File: src/rtl/br_pkg.sv
// br_pkg: shared sizes and state encoding for the register-bank sequencer.
// Revision: 1.0
`default_nettype none

package br_pkg;

  localparam int NREGS  = 32;
  localparam int ADDR_W = 5;

  typedef enum logic [1:0] {
    ST_IDLE   = 2'd0,
    ST_INIT   = 2'd1,
    ST_VERIFY = 2'd2,
    ST_DUMP   = 2'd3
  } br_seq_state_t;

endpackage

`default_nettype wire

File: src/rtl/br_seq_idx.sv
// br_seq_idx: 5-bit register index with clear/increment and a terminal flag.
// Revision: 1.0
`default_nettype none

module br_seq_idx
  import br_pkg::*;
(
  input  logic              clk,
  input  logic              rst,
  input  logic              i_clr,
  input  logic              i_inc,
  input  logic              i_half,
  output logic [ADDR_W-1:0] o_idx,
  output logic              o_last
);

  logic [ADDR_W-1:0] r_idx;

  always_ff @(posedge clk) begin
    if (rst || i_clr) begin
      r_idx <= '0;
    end else if (i_inc) begin
      r_idx <= r_idx + 1'b1;
    end
  end

  // VERIFY walks register pairs, so it terminates half way through the index range.
  assign o_idx  = r_idx;
  assign o_last = i_half ? (r_idx == 5'd15) : (r_idx == 5'd31);

endmodule

`default_nettype wire

File: src/rtl/br_seq.sv
// br_seq: fills or dumps the BR register bank for bring-up/debug.
// Optional read-back check enabled by macro BR_SEQ_VERIFY_EN. Revision: 1.0
`default_nettype none

module br_seq
  import br_pkg::*;
#(
  parameter int          NREGS     = 32,
  parameter logic [31:0] FILL_BASE = 32'h0000_0000
) (
  input  logic              clk,
  input  logic              rst,
  input  logic              init_start,
  input  logic              dump_start,
  output logic              busy,
  output logic              done,
  output logic              verify_err,
  output logic              we,
  output logic [ADDR_W-1:0] a1,
  output logic [ADDR_W-1:0] a2,
  output logic [ADDR_W-1:0] a3,
  output logic [31:0]       wd3,
  input  logic [31:0]       rd1,
  input  logic [31:0]       rd2,
  output logic              out_valid,
  input  logic              out_ready,
  output logic [ADDR_W-1:0] out_addr,
  output logic [31:0]       out_data
);

  br_seq_state_t     r_state;
  br_seq_state_t     w_next;
  logic              r_done;
  logic              w_clr, w_inc, w_done_set, w_err_clr, w_err_set, w_last;
  logic [ADDR_W-1:0] w_idx;
  logic [ADDR_W-1:0] w_even, w_odd;

  br_seq_idx u_idx (
    .clk    (clk),
    .rst    (rst),
    .i_clr  (w_clr),
    .i_inc  (w_inc),
    .i_half (r_state == ST_VERIFY),
    .o_idx  (w_idx),
    .o_last (w_last)
  );

  assign w_even = {w_idx[3:0], 1'b0};
  assign w_odd  = {w_idx[3:0], 1'b1};

  always_comb begin
    w_next     = r_state;
    w_clr      = 1'b0;
    w_inc      = 1'b0;
    w_done_set = 1'b0;
    w_err_clr  = 1'b0;
    w_err_set  = 1'b0;
    case (r_state)
      ST_IDLE: begin
        if (init_start) begin
          w_next    = ST_INIT;
          w_clr     = 1'b1;
          w_err_clr = 1'b1;
        end else if (dump_start) begin
          w_next = ST_DUMP;
          w_clr  = 1'b1;
        end
      end
      ST_INIT: begin
        w_inc = 1'b1;
        if (w_last) begin
          w_clr = 1'b1;
`ifdef BR_SEQ_VERIFY_EN
          w_next = ST_VERIFY;
`else
          w_next     = ST_IDLE;
          w_done_set = 1'b1;
`endif
        end
      end
      ST_VERIFY: begin
        w_inc     = 1'b1;
        w_err_set = (rd1 != FILL_BASE + 32'(w_even)) || (rd2 != FILL_BASE + 32'(w_odd));
        if (w_last) begin
          w_clr      = 1'b1;
          w_next     = ST_IDLE;
          w_done_set = 1'b1;
        end
      end
      ST_DUMP: begin
        if (out_ready) begin
          w_inc = 1'b1;
          if (w_last) begin
            w_clr      = 1'b1;
            w_next     = ST_IDLE;
            w_done_set = 1'b1;
          end
        end
      end
      default: w_next = ST_IDLE;
    endcase
  end

  always_ff @(posedge clk) begin
    if (rst) begin
      r_state <= ST_IDLE;
      r_done  <= 1'b0;
    end else begin
      r_state <= w_next;
      r_done  <= w_done_set;
    end
  end

`ifdef BR_SEQ_VERIFY_EN
  logic r_err;
  always_ff @(posedge clk) begin
    if (rst || w_err_clr) begin
      r_err <= 1'b0;
    end else if (w_err_set) begin
      r_err <= 1'b1;
    end
  end
  assign verify_err = r_err;
  assign a2         = (r_state == ST_VERIFY) ? w_odd : '0;
`else
  logic w_unused_verify;
  assign w_unused_verify = ^rd2 ^ w_err_clr ^ w_err_set;
  assign verify_err      = 1'b0;
  assign a2              = '0;
`endif

  // Gating with rst keeps the bank from taking the write of the cycle in which reset lands.
  assign busy      = (r_state != ST_IDLE);
  assign done      = r_done;
  assign we        = (r_state == ST_INIT) && !rst;
  assign a3        = (r_state == ST_INIT) ? w_idx : '0;
  assign wd3       = (r_state == ST_INIT) ? FILL_BASE + 32'(w_idx) : 32'h0;
  assign a1        = (r_state == ST_VERIFY) ? w_even :
                     (r_state == ST_DUMP)   ? w_idx  : '0;
  assign out_valid = (r_state == ST_DUMP);
  assign out_addr  = (r_state == ST_DUMP) ? w_idx : '0;
  assign out_data  = (r_state == ST_DUMP) ? rd1 : 32'h0;

endmodule

`default_nettype wire
File: config.mk
export PLATFORM = sky130hd
export DESIGN_NAME = br_seq
export DESIGN_NICKNAME = d
export VERILOG_FILES = /design/src/rtl/br_pkg.sv /design/src/rtl/br_seq_idx.sv /design/src/rtl/br_seq.sv
export SDC_FILE = /design/constraint.sdc
export NUM_CORES = 1
export LEC_CHECK = 0
export CORE_ASPECT_RATIO = 1.75
export CORE_MARGIN = 10
export CORE_UTILIZATION = 25
export CTS_CLUSTER_SIZE = 14
export DETAILED_ROUTE_END_ITERATION = 12
export GPL_ROUTABILITY_DRIVEN = 0
export GPL_TIMING_DRIVEN = 0
export PLACE_DENSITY = 0.83
export SYNTH_ARGS = -nofsm -noshare
export SYNTH_HDL_FRONTEND = slang
export SYNTH_SLANG_ARGS = --single-unit
File: constraint.sdc
create_clock -name clk -period 2 [get_ports clk]
set_input_delay 0.4 -clock clk [delete_from_list [all_inputs] [get_ports clk]]
set_output_delay 0.4 -clock clk [all_outputs]
set_load 0.01 [all_outputs]
==> impl_metrics.json, run 1 <==
{
  "grt_max_degree": 11,
  "p_per_area_nw_per_um2": 301,
  "placed_area_um2": 2240,
  "synth_area_leader_cell": "buf_4",
  "diodes": 0,
  "clock_latency_ns": 0.23,
  "ant_nets": 0,
  "crit_fanout": 10,
  "first_pass_iters": 3,
  "root_buffer": "clkbuf_8",
  "die_area_um2": 7750,
  "port_buffers": 92,
  "max-slew-margin-rel_pct": 62.5,
  "cts_tree": "yes",
  "final_common_cell": "buf_4",
  "hold_class": "register to register",
  "drc": 0,
  "leakage_uw": 0.00128,
  "drive_gt1_share_pct": 24.8,
  "most-common-layout-cells": "buf_4, and2_1, clkdlybuf4s50_1, dlygate4sd2_1, conb_1",
  "nNetsFinal": 355,
  "grt_pass1_vias": 1395,
  "fin_crit_ns": 1.92,
  "outcome": "complete, no violations",
  "synth-warning-count": 0,
  "holdWs_ns": 0.539,
  "netlist_area_um2": 1140,
  "chipWidth_um": 71.0,
  "nFillCells": 437,
  "clock_skew_ns": 0.00196,
  "synth-seq-cells": 8,
  "cts_sinks": 8,
  "initial_utilization_pct": 25.8,
  "core_um2": 4400,
  "hold_buffers": 0,
  "clk_path_buf_depth": 2,
  "cp-start-kind": "register",
  "synth-seq-area-share_pct": 14.1,
  "drt-vias-per-instance": 4.05,
  "hpwl_mm": 4.13,
  "wl_mm": 4.63,
  "postCtsSetupBuffers": 0,
  "post-place-cells": 326,
  "synth_top_area_share_pct": 25.1,
  "fmax_mhz": 520,
  "ios": 158,
  "synthTopCellsByArea": "buf_4, and2_1, dfxtp_1, ha_1, mux2_2",
  "layoutNonFillerInstCount": 329,
  "critical_path_required_ns": 1.60,
  "final_area_um2": 2260,
  "critPathKind": "register to output pin",
  "area_growth_pct": 99.3,
  "std_cell_rows": 32,
  "drt_iter0_markers": 26,
  "grt_overflow": 0,
  "cts.reportedPaths.clkPinSlew_ns": 0.04,
  "post-route-util_pct": 51.4,
  "grt_first_pass_wirelength_mm": 6.91,
  "fin_crit_sh_pct": 96.2,
  "tightest_slew_ns": 0.557,
  "die_y_um": 109,
  "antenna_found_initial": 0,
  "htreeDepth": 1,
  "grt_usage_pct": 11.0,
  "hold_viol": 0,
  "routedWlPerCell_um": 14.1,
  "tns_ns": 0,
  "synthCells": 151,
  "timing_max_transition_violations_final": 0,
  "cts_buffers": 3,
  "max-vdd-ir-drop_mv": 0.266,
  "ys_types": 31,
  "setup_viol": 0,
  "vias": 1333,
  "cp.arrival_ns": 1.52,
  "avgSynthCellArea_um2": 7.52,
  "end_kind": "output pin",
  "rsz0062_at_grt": "false",
  "drv_cap": 0
}
timing repair:
item	4_1_cts	5_1_grt
gates resized for setup	74	10
setup endpoints to repair	54	7
endpoints found under the hold margin	0	0
pin swaps	0	0
area by class of cell:
class                           instances  area, um2  area share, %
Timing Repair Buffer                   92        850           37.5
Multi-Input combinational cell        125        788           34.8
Buffer                                 44        334           14.8
Sequential cell                         8        165           7.29
Tap cell                               51       63.8           2.82
Clock buffer                            3       41.3           1.82
Inverter                                6       22.5          0.994
synthesized netlist by cell type (all sizes together):
library cell  instances
inv                   6
ha                    6
a31oi                 1
and2                 42
o211ai                1
clkbuf                4
or4                   2
or2                   1
nand3                 5
o21ai                 6
nor2b                 3
o2111ai               2
xnor2                 1
o31ai                 2
a311oi                1
dfxtp                 8
nand2                 1
or2b                  1
buf                  40
nor2                  3
a21oi                 3
nand4                 1
and4                  1
mux2                  4
mux2i                 1
nor3                  1
conb                  1
a21o                  1
o311ai                2
metrics by stage:
stage / power, uW / setup WS [ns]
detailed placement: 480 / -0.439
global placement: 475 / -0.406
finish: 682 / 0.0757
CTS: 682 / 0.00434
global route: 726 / 0.000438
floorplan: 344 / 0.282
cell families after synthesis:
logic type	after synthesis	synth area share (%)
simple gates	61	32.6
buf+inv	50	29.3
compound gates	19	11.5
flops	8	14.1
fa+ha+maj	6	6.61
mux	5	4.85
other cells	1	0.330
xor+xnor	1	0.771
worst max-delay path, stage by stage (launching register included):
cell and delay, ns:
dfxtp_4 0.37, ha_4 0.18, clkbuf_8 0.15, clkbuf_4 0.16, and2_1 0.14, dlygate4sd2_1 0.29
where the power goes:
group          internal (uW)  switching [uW]
Clock                    131            67.9
Combinational            168             134
Sequential               168            13.2
metal layers:
layer	wire (um)	share of wire (%)	track usage, %	vias to the layer above
met3	549	12	6.01	5
met5	0	0	0	-
met2	2480	54	20.4	73
met4	59	1.3	4.17	0
met1	1540	33	9.67	570
li1	-	-	-	685
state kept, by name (all words and copies together), names as in the netlist:
signal       cells
done             1
r_state          2
u_idx.o_idx      5
final timing paths:
kind,start,to,slack (ns),depth (start not counted)
setup / recovery,r_state[0],out_data[5],0.08,5
hold / removal,u_idx.o_idx[4],u_idx.o_idx[4],0.54,2
setup reg to reg,r_state[0],r_state[1],0.43,6
hold reg to reg,u_idx.o_idx[4],u_idx.o_idx[4],0.54,2
Note: power is estimated with default switching activity, not from simulation.
==> inputs of run 2 (changes only) <==
--- a/config.mk
+++ b/config.mk
@@ -8,6 +8,7 @@
 export CORE_ASPECT_RATIO = 1.75
 export CORE_MARGIN = 10
 export CORE_UTILIZATION = 25
+export CTS_BUF_LIST = sky130_fd_sc_hd__clkbuf_8
 export CTS_CLUSTER_SIZE = 14
 export DETAILED_ROUTE_END_ITERATION = 12
 export GPL_ROUTABILITY_DRIVEN = 0
==> results of run 2 <==
Same layout as run 1: the final DEF is identical, and so are final timing and power.
==> inputs of run 3 (changes only) <==
--- a/config.mk
+++ b/config.mk
@@ -14,6 +14,7 @@
 export GPL_ROUTABILITY_DRIVEN = 0
 export GPL_TIMING_DRIVEN = 0
 export PLACE_DENSITY = 0.83
+export SLEW_MARGIN = 20
 export SYNTH_ARGS = -nofsm -noshare
 export SYNTH_HDL_FRONTEND = slang
 export SYNTH_SLANG_ARGS = --single-unit
==> results of run 3 <==
Same layout as run 1: the final DEF is identical, and so are final timing and power.
